## config.mk

```make
export PLATFORM = sky130hd
export DESIGN_NAME = led_write_arbiter
export DESIGN_NICKNAME = d
export VERILOG_FILES = /design/src/rtl/led_bus_pkg.sv /design/src/rtl/rr_arbiter.sv /design/src/rtl/led_write_arbiter.sv
export SDC_FILE = /design/constraint.sdc
export NUM_CORES = 1
export LEC_CHECK = 0
export ABC_CLOCK_PERIOD_IN_PS = 2150
export CAP_MARGIN = 15
export CELL_PAD_IN_SITES_DETAIL_PLACEMENT = 1
export CELL_PAD_IN_SITES_GLOBAL_PLACEMENT = 1
export CORE_UTILIZATION = 27
export CTS_BUF_LIST = sky130_fd_sc_hd__clkbuf_16
export CTS_CLUSTER_SIZE = 30
export DETAILED_ROUTE_END_ITERATION = 10
export PLACE_DENSITY_LB_ADDON = 0.1
export SYNTH_ARGS = -nofsm -noshare
export SYNTH_HDL_FRONTEND = slang
export SYNTH_SLANG_ARGS = --single-unit
export TNS_END_PERCENT = 1
```

## constraint.sdc

```tcl
create_clock -name clk -period 2.15 [get_ports clk]
set_input_delay 0.43 -clock clk [delete_from_list [all_inputs] [get_ports clk]]
set_output_delay 0.43 -clock clk [all_outputs]
set_load 0.01 [all_outputs]
```

## src/rtl/led_bus_pkg.sv

```systemverilog
// Shared definitions for the LED peripheral write-port arbiter.
package led_bus_pkg;

    localparam int unsigned ADDR_W_DEF = 8;
    localparam int unsigned DATA_W_DEF = 8;
    localparam int unsigned GAP_CNT_W  = 4;

    typedef enum logic [1:0] {
        ST_IDLE  = 2'd0,
        ST_WRITE = 2'd1,
        ST_GAP   = 2'd2
    } state_e;

endpackage

```

## src/rtl/rr_arbiter.sv

```systemverilog
// Combinational rotating-priority picker: first asserted request after last_grant_i.
module rr_arbiter #(
    parameter int unsigned NUM_REQ = 4,
    parameter int unsigned IDX_W   = $clog2(NUM_REQ)
) (
    input  logic [NUM_REQ-1:0] req_i,
    input  logic [IDX_W-1:0]   last_grant_i,
    output logic [IDX_W-1:0]   winner_o,
    output logic               valid_o
);

    int idx;

    // Scan from farthest to nearest so the nearest asserted request wins.
    always_comb begin
        winner_o = '0;
        valid_o  = 1'b0;
        idx      = 0;
        for (int k = int'(NUM_REQ); k >= 1; k--) begin
            idx = (int'(last_grant_i) + k) % int'(NUM_REQ);
            if (req_i[IDX_W'(idx)]) begin
                winner_o = IDX_W'(idx);
                valid_o  = 1'b1;
            end
        end
    end

endmodule

```

## src/rtl/led_write_arbiter.sv

```systemverilog
// Round-robin arbiter sharing the LED peripheral write port; one registered
// single-cycle write per grant followed by a fixed idle gap.
module led_write_arbiter
    import led_bus_pkg::*;
#(
    parameter int unsigned NUM_REQ    = 4,
    parameter int unsigned ADDR_W     = ADDR_W_DEF,
    parameter int unsigned DATA_W     = DATA_W_DEF,
    parameter int unsigned GAP_CYCLES = 2,
    parameter int unsigned IDX_W      = $clog2(NUM_REQ)
) (
    input  logic                      clk,
    input  logic                      rst,
    input  logic [NUM_REQ-1:0]        req,
    input  logic [NUM_REQ*ADDR_W-1:0] req_addr,
    input  logic [NUM_REQ*DATA_W-1:0] req_data,
    output logic [NUM_REQ-1:0]        gnt,
    output logic                      wr_en,
    output logic [ADDR_W-1:0]         data_address,
    output logic [DATA_W-1:0]         write_data,
    output logic                      busy,
    output logic [IDX_W-1:0]          last_grant
);

    state_e                 state_q, state_d;
    logic [GAP_CNT_W-1:0]   gap_cnt_q, gap_cnt_d;
    logic [NUM_REQ-1:0]     gnt_q, gnt_d;
    logic                   wr_en_q, wr_en_d;
    logic [ADDR_W-1:0]      addr_q, addr_d;
    logic [DATA_W-1:0]      data_q, data_d;
    logic                   busy_q, busy_d;
    logic [IDX_W-1:0]       last_grant_q, last_grant_d;

    logic [IDX_W-1:0]       winner;
    logic                   winner_valid;
    logic [ADDR_W-1:0]      addr_arr [NUM_REQ];
    logic [DATA_W-1:0]      data_arr [NUM_REQ];

    for (genvar i = 0; i < NUM_REQ; i++) begin : g_unpack
        assign addr_arr[i] = req_addr[i*ADDR_W +: ADDR_W];
        assign data_arr[i] = req_data[i*DATA_W +: DATA_W];
    end

    rr_arbiter #(
        .NUM_REQ (NUM_REQ),
        .IDX_W   (IDX_W)
    ) u_rr_arbiter (
        .req_i        (req),
        .last_grant_i (last_grant_q),
        .winner_o     (winner),
        .valid_o      (winner_valid)
    );

    // Next-state and registered-output logic.
    always_comb begin
        state_d      = state_q;
        gap_cnt_d    = gap_cnt_q;
        gnt_d        = '0;
        wr_en_d      = 1'b0;
        addr_d       = addr_q;
        data_d       = data_q;
        last_grant_d = last_grant_q;
        unique case (state_q)
            ST_IDLE: begin
                if (winner_valid) begin
                    state_d      = ST_WRITE;
                    wr_en_d      = 1'b1;
                    gnt_d        = NUM_REQ'(1) << winner;
                    addr_d       = addr_arr[winner];
                    data_d       = data_arr[winner];
                    last_grant_d = winner;
                end
            end
            ST_WRITE: begin
                if (GAP_CYCLES > 0) begin
                    state_d   = ST_GAP;
                    gap_cnt_d = GAP_CNT_W'(GAP_CYCLES - 1);
                end else begin
                    state_d   = ST_IDLE;
                end
            end
            ST_GAP: begin
                if (gap_cnt_q == '0) begin
                    state_d = ST_IDLE;
                end else begin
                    gap_cnt_d = gap_cnt_q - GAP_CNT_W'(1);
                end
            end
            default: begin
                state_d = ST_IDLE;
            end
        endcase
        busy_d = (state_d != ST_IDLE);
    end

    always_ff @(posedge clk) begin
        if (rst) begin
            state_q      <= ST_IDLE;
            gap_cnt_q    <= '0;
            gnt_q        <= '0;
            wr_en_q      <= 1'b0;
            addr_q       <= '0;
            data_q       <= '0;
            busy_q       <= 1'b0;
            last_grant_q <= IDX_W'(NUM_REQ - 1);
        end else begin
            state_q      <= state_d;
            gap_cnt_q    <= gap_cnt_d;
            gnt_q        <= gnt_d;
            wr_en_q      <= wr_en_d;
            addr_q       <= addr_d;
            data_q       <= data_d;
            busy_q       <= busy_d;
            last_grant_q <= last_grant_d;
        end
    end

    assign gnt          = gnt_q;
    assign wr_en        = wr_en_q;
    assign data_address = addr_q;
    assign write_data   = data_q;
    assign busy         = busy_q;
    assign last_grant   = last_grant_q;

endmodule

```

==> summary.txt, run 1 <==
Layout
  • Share of cells above drive strength 1: 7.99%
  • Post-Layout Cell Count: 363
  • Commonest cells after routing, fill and taps aside: clkdlybuf4s50_1 (93), dfxtp_1 (30), mux2i_1 (22)
  • Final net count: 360
  • Antenna diodes: 0
  • Final Core Density: about 49%
  • Design area: about 2900 sq um
  • Fill count: 710
  • Commonest non-fill, non-tap cell in the layout: clkdlybuf4s50_1
  • Area grow syn2layout: 71.6%

Yosys
  • Post-synthesis compound-gate area fraction: 20.9%
  • Synth Area in Adders: under 10%
  • Simple-gate area share of the yosys netlist: approximately a fifth
  • Share of the synthesized area in the top cell type: 35.6%
  • Yosys reg bits: 30
  • Synth top area cells: dfxtp_1 (36%), mux2i_1 (13%), and4_1 (5.2%), o211ai_1 (4.9%), a31oi_1 (3.7%)
  • Syn avg cell area: 8.92 sq um
  • Syn Nets: between 200 and 300
  • Cells after Synth: 189
  • Yosys warns: 0
  • Post-synth cell types: 38
  • XOR/XNOR share of the synthesized area: 1.04%
  • Largest family of logic cells by synthesized area: compound AO/OA/AOI/OAI gates
  • Post-synthesis mux area share: 13.1%
  • Synthesized area: roughly 1700 sq um
  • Seq/Total Area, Yosys: 35.6%
  • Synth area leader: dfxtp_1

Place
  • Placer Congestion: 0.715
  • Dpl cells: 356
  • HPWL after detailed placement: 4380 microns
  • Buffers on Ports: just over 90
  • Post-DP Area: 2760 sq um
  • Pre-CTS setup slack: -0.123 ns

Timing
  • Tcrit/Tclk final: 91.7%
  • Final Hold Vio Count: 0
  • Hold slack final: approximately 0.47 ns
  • Fmax achieved: 507 MHz
  • Slew margin rel.: between 70 and 80%
  • Max-slew violation count: 0
  • Setup violators final: 0
  • RSZ-0062 raised after global routing: no
  • Setup tns final: 0 ns
  • Setup slack after layout: ~0.18 ns
  • Worst-margin pin slew: 0.424 ns
  • Min cycle time layout: 1.97 ns
  • Clk_skew: 0.00335 ns

Setup path
  • Critical Path Sink Type: flip-flop
  • Worst R2R Path Depth: 6
  • Crit Reg-Reg Endpoint: write_data[0]
  • Register-to-register setup slack: 0.49 ns
  • Crit path launch type: input port
  • CP Data Arrival Time: 2.12 ns
  • R2R Path Start: last_grant[0]
  • Crit Path Class: in2reg
  • Req. time, crit path: roughly 2.3 ns
  • Crit path max fanout: 10

Route
  • DRT iter0 DRCs: 35
  • Post-Route WL: 5370 microns
  • Iteration count of the initial detailed-routing pass: 4
  • Post-DR wirelength/cell: 14.8 microns
  • Vias: 1763
  • Routed Antenna Nets: 0
  • DRC Markers: 0
  • Via density: 4.86

Global routing
  • Vias in the first global route: about 1.8k
  • Tot GR Track Use: between 10% and 20%
  • Initial antenna violation count: 0
  • Pin count of the biggest net entering global routing: 26
  • Global route total overflow: 0
  • First-pass GRT wire length: between 8000 and 9000 microns

Clocking
  • Htree depth: 2
  • Clock sinks: 30
  • Worst-path clk slew: roughly 0.05 ns
  • Postcts setup bufs: 0
  • CTS tree: yes
  • Post-CTS Hold Fix Bufs: 0
  • CTS Root Cell: clkbuf_16
  • CTS resizes: 0
  • Worst skew pair latency: 0.27 ns
  • Num CTS Buffers: 5
  • Clock Path Buffers: 2

Pwr
  • Total Power: a little over 2 mW
  • Leak pwr: ~1.2 nW
  • Peak supply drop: 0.000430 V
  • PD cells: 718 nW/um^2

Die
  • Core area: 5960 sq um
  • Site row count: 28
  • Die X: 81.0 microns
  • Die height: 81.0 microns
  • Full die area: 6560 sq um
  • Io pins: 94
  • Initial Util: 28.3%

Min path
  • Hold Startpoint: data_address[3]
  • HP Class: reg2reg
  • Worst Hold Depth: 2
  • WHS Endpoint: data_address[3]

Run status
  • Status: complete, no violations

Job
  • MaxCap Viol Count: 0
[cells by family (layout without fill, tap and decap cells)]
| family | count (synthesis) | after routing |
|---|---|---|
| buffers and inverters | 25 | 124 |
| adder cells (fa/ha/maj) | 2 | 2 |
| AO/OA/AOI/OAI | 49 | 49 |
| AND/OR/NAND/NOR | 59 | 59 |
| flip-flops | 30 | 30 |
| XOR/XNOR | 2 | 2 |
| multiplexers | 22 | 22 |
[where the power goes]
part | internal [mW] | switching [mW] | leakage, nW
logic | 0.433 | 0.322 | 0.848
clock network | 0.411 | 0.219 | 0.0723
registers | 0.643 | 0.0473 | 0.247
total | 1.49 | 0.589 | 1.17
[worst max-delay path, cell delays in order]
cell             delay (ns)
clkdlybuf4s50_1        0.48
or4_4                  0.57
and3b_1                0.22
a21boi_4               0.18
o21ai_0                0.11
o211ai_1               0.12
[cell usage after synthesis, drive strengths merged]
library cell  number
dfxtp             30
mux2i             22
nand2             14
inv               12
nor2              11
o211ai            11
o21ai             11
a31oi             10
and4              10
clkbuf             7
buf                6
nand3b             6
o221ai             6
nand2b             5
nor3               4
a21oi              3
a211o              2
and3b              2
ha                 2
nand3              2
a211oi             1
a21bo              1
a21boi             1
a21o               1
and3               1
nor2b              1
nor3b              1
nor4               1
o21ba              1
o22a               1
or4                1
xnor2              1
xor2               1
[sequential cells by signal (all words and copies together) (netlist names)]
signal	cells
data_address	8
state_q	2
gap_cnt_q	4
gnt	4
busy	1
wr_en	1
last_grant	2
write_data	8
[layer usage]
metal	track usage (%)	vias up	part of all wire, %	routed length, microns
li1	-	898	-	-
met1	21.9	793	44	2360
met2	28.2	66	47	2540
met3	4.83	6	7.4	396
met4	6.43	0	1.4	74
met5	0	-	0	0
[worst max path at each step]
stage / startpoint / endpoint / slack [ns] / cells past startpoint
floorplan: req[1] / data_address[0] / 0.40 / 6
global placement: req[2] / write_data[0] / -0.07 / 7
detailed placement: req[2] / write_data[0] / -0.12 / 7
CTS: req[1] / data_address[2] / 0.16 / 6
global route: req[2] / write_data[0] / 0.05 / 7
finish: req[1] / data_address[2] / 0.18 / 6
[layout make-up]
class / count / area, sq um / share of cell area [%]
timing repair buffer: 105 / 1060 / 36.6
multi-input combinational: 134 / 962 / 33.3
sequential: 30 / 601 / 20.8
clock buffer: 5 / 125 / 4.33
tap: 75 / 93.8 / 3.24
inverter: 12 / 45.0 / 1.56
clock inverter: 2 / 7.51 / 0.260
No activity file was read; power rests on OpenSTA's default activity.
==> run 2: changes to the inputs <==
--- a/config.mk
+++ b/config.mk
@@ -14,6 +14,7 @@
 export CTS_CLUSTER_SIZE = 30
 export DETAILED_ROUTE_END_ITERATION = 10
 export PLACE_DENSITY_LB_ADDON = 0.1
+export SLEW_MARGIN = 20
 export SYNTH_ARGS = -nofsm -noshare
 export SYNTH_HDL_FRONTEND = slang
 export SYNTH_SLANG_ARGS = --single-unit
==> results of run 2 <==
No change in the layout: final DEF, timing and power equal those of run 1.
==> run 3: changes to the inputs <==
--- a/config.mk
+++ b/config.mk
@@ -14,6 +14,7 @@
 export CTS_CLUSTER_SIZE = 30
 export DETAILED_ROUTE_END_ITERATION = 10
 export PLACE_DENSITY_LB_ADDON = 0.1
+export SETUP_SLACK_MARGIN = 0.05
 export SLEW_MARGIN = 20
 export SYNTH_ARGS = -nofsm -noshare
 export SYNTH_HDL_FRONTEND = slang
==> run 3 against run 2 <==
  * Maximum frequency about the same
  * Clock-buffer cell count unchanged
  * Cell count unchanged
  * Register-to-register slack about the same
  * Die area is the same
  * Critical path depth stayed put
  * Global-route usage stayed put
  * Cell area up 0.13%
  * Critical path type unchanged
  * Critical endpoint unchanged
  * Largest power group unchanged
==> summary.txt, run 3 (synthesis gave the netlist of run 1 again) <==
Die
  • Io pins: 94 (unchanged)
  • Die height: 81.0 microns (unchanged)
  • Initial Util: 28.3% (unchanged)
  • Full die area: 6560 sq um (unchanged)
  • Core area: 5960 sq um (unchanged)
  • Site row count: 28 (unchanged)
  • Die X: 81.0 microns (unchanged)

Setup path
  • Crit Path Class: in2reg
  • Crit Reg-Reg Endpoint: write_data[0]
  • R2R Path Start: last_grant[0]
  • Worst R2R Path Depth: 6 (unchanged)
  • Slowest CP cell: or4_4
  • Crit path max fanout: 10 (unchanged)
  • Critical Path Max Stage Delay: 0.57 ns (about the same)
  • Critical Path Sink Type: flip-flop
  • Req. time, crit path: 2.30 ns (about the same)
  • CP Data Arrival Time: 2.12 ns (about the same)
  • Register-to-register setup slack: 0.50 ns (about the same)
  • Crit path launch type: input port
  • Cell chain of the critical path: clkdlybuf4s50_1, or4_4, and3b_1, a21boi_4, o21ai_0, o211ai_1

Route
  • Post-Route WL: 5370 microns (about the same)
  • DRC Markers: 0 (unchanged)
  • Post-DR wirelength/cell: 14.8 microns (about the same)
  • DRT iter0 DRCs: 35 (unchanged)
  • Iteration count of the initial detailed-routing pass: 4 (unchanged)
  • Vias: 1766 (+0.17%)
  • Routed Antenna Nets: 0 (unchanged)
  • Via density: 4.87 (+0.17%)

Timing
  • Clk_skew: 0.00335 ns (-0.00000100 ns)
  • Slew margin rel.: 71.7% (unchanged)
  • Final Hold Vio Count: 0 (unchanged)
  • Worst-margin pin slew: 0.424 ns (unchanged)
  • Setup slack after layout: 0.179 ns (+0.00110 ns)
  • Tcrit/Tclk final: 91.7% (about the same)
  • Fmax achieved: 507 MHz (about the same)
  • Min cycle time layout: 1.97 ns (-0.00110 ns)
  • Setup violators final: 0 (unchanged)
  • Hold slack final: 0.468 ns (unchanged)
  • RSZ-0062 raised after global routing: no
  • Max-slew violation count: 0 (unchanged)

Layout
  • Post-Layout Cell Count: 363 (unchanged)
  • Reg area: 601 sq um (unchanged)
  • Fill count: 710 (unchanged)
  • Area grow syn2layout: 71.9%
  • Multi-input logic area: 966 sq um (+0.39%)
  • Design area: 2900 sq um (+0.13%)
  • Share of cells above drive strength 1: 8.33% (+0.35 points)
  • Final net count: 360 (unchanged)
  • Commonest cells after routing, fill and taps aside: clkdlybuf4s50_1 (93), dfxtp_1 (30), mux2i_1 (21)
  • Antenna diodes: 0 (unchanged)
  • Commonest non-fill, non-tap cell in the layout: clkdlybuf4s50_1

Global routing
  • Pin count of the biggest net entering global routing: 26 (unchanged)
  • Global route total overflow: 0 (unchanged)
  • Vias in the first global route: 1804 (unchanged)
  • Tot GR Track Use: 17.4% (unchanged)
  • First-pass GRT wire length: 8600 microns (unchanged)
  • Initial antenna violation count: 0 (unchanged)

Clocking
  • Post-CTS Hold Fix Bufs: 0 (unchanged)
  • Clock Path Buffers: 2 (unchanged)
  • Clock sinks: 30 (unchanged)
  • Num CTS Buffers: 5 (unchanged)
  • Postcts setup bufs: 0 (unchanged)
  • CTS Root Cell: clkbuf_16
  • Htree depth: 2 (unchanged)
  • Worst skew pair latency: 0.27 ns (about the same)
  • CTS resizes: 0 (unchanged)
  • CTS tree: yes
  • Worst-path clk slew: 0.05 ns (about the same)

Run status
  • Status: complete, no violations

Pwr
  • Leak pwr: 1.17 nW (-0.18%)
  • NetSw: 0.590 mW (+0.14%)
  • Peak supply drop: 0.000430 V (about the same)
  • Clk network pwr share: 30.3% (about the same)
  • Internal power: 1.49 mW (+0.12%)
  • Total Power: 2.08 mW (+0.12%)
  • Sequential power share: 33.2% (about the same)
  • PD cells: 718 nW/um^2 (about the same)
  • Switching Share: 28.4% (about the same)
  • Combinational Power Share: 36.5% (about the same)

Min path
  • WHS Endpoint: data_address[3]
  • Hold Startpoint: data_address[3]
  • Worst Hold Depth: 2 (unchanged)
  • HP Class: reg2reg

Place
  • Placer Congestion: 0.715 (unchanged)
  • Post-DP Area: 2760 sq um (unchanged)
  • Buffers on Ports: 93 (unchanged)
  • HPWL after detailed placement: 4380 microns (unchanged)
  • Dpl cells: 356 (unchanged)
  • Pre-CTS setup slack: -0.123 ns (unchanged)

Job
  • MaxCap Viol Count: 0 (unchanged)
## run 3: power groups by stage
stage / sequential (mW) / clock [mW] / combinational (mW)
final: 0.691 / 0.631 / 0.758
after global routing: 0.699 / 0.675 / 0.832
after detailed placement: 0.702 / 0 / 0.767
after floorplan: 0.730 / 0 / 0.335
after global placement: 0.699 / 0 / 0.762
after CTS: 0.692 / 0.651 / 0.769
## run 3: worst max path at each step
stage / depth (start not counted) / from / to / slack (ns)
2_1_floorplan: 6 / req[1] / data_address[0] / 0.40
3_3_place_gp: 7 / req[2] / write_data[0] / -0.07
3_5_place_dp: 7 / req[2] / write_data[0] / -0.12
4_1_cts: 6 / req[1] / data_address[2] / 0.16
5_1_grt: 6 / req[1] / data_address[2] / 0.07
6_report: 6 / req[1] / data_address[2] / 0.18
## run 3: area by class of cell
class                           instances  area share [%]
Sequential cell                        30            20.7
Inverter                               12            1.56
Clock inverter                          2           0.259
Timing Repair Buffer                  105            36.5
Clock buffer                            5            4.32
Tap cell                               75            3.24
Multi-Input combinational cell        134            33.3
## run 3: stage by stage
stage               utilization, %  setup TNS [ns]
floorplan                        -               0
global placement              46.3          -0.557
detailed placement            46.3           -1.42
CTS                           48.6               0
global route                  48.6               0
finish                        48.6               0
## run 3: worst max-delay path: cells and delay by family
kind	cells	cell delay, ns
simple gates	2	0.79
buf+inv	1	0.48
compound gates	3	0.41
## run 3: routing by layer
metal  wire length (microns)  track usage [%]
met5                       0                0
met4                      74             6.43
met3                     401             4.83
met2                    2530             28.2
met1                    2360             21.9
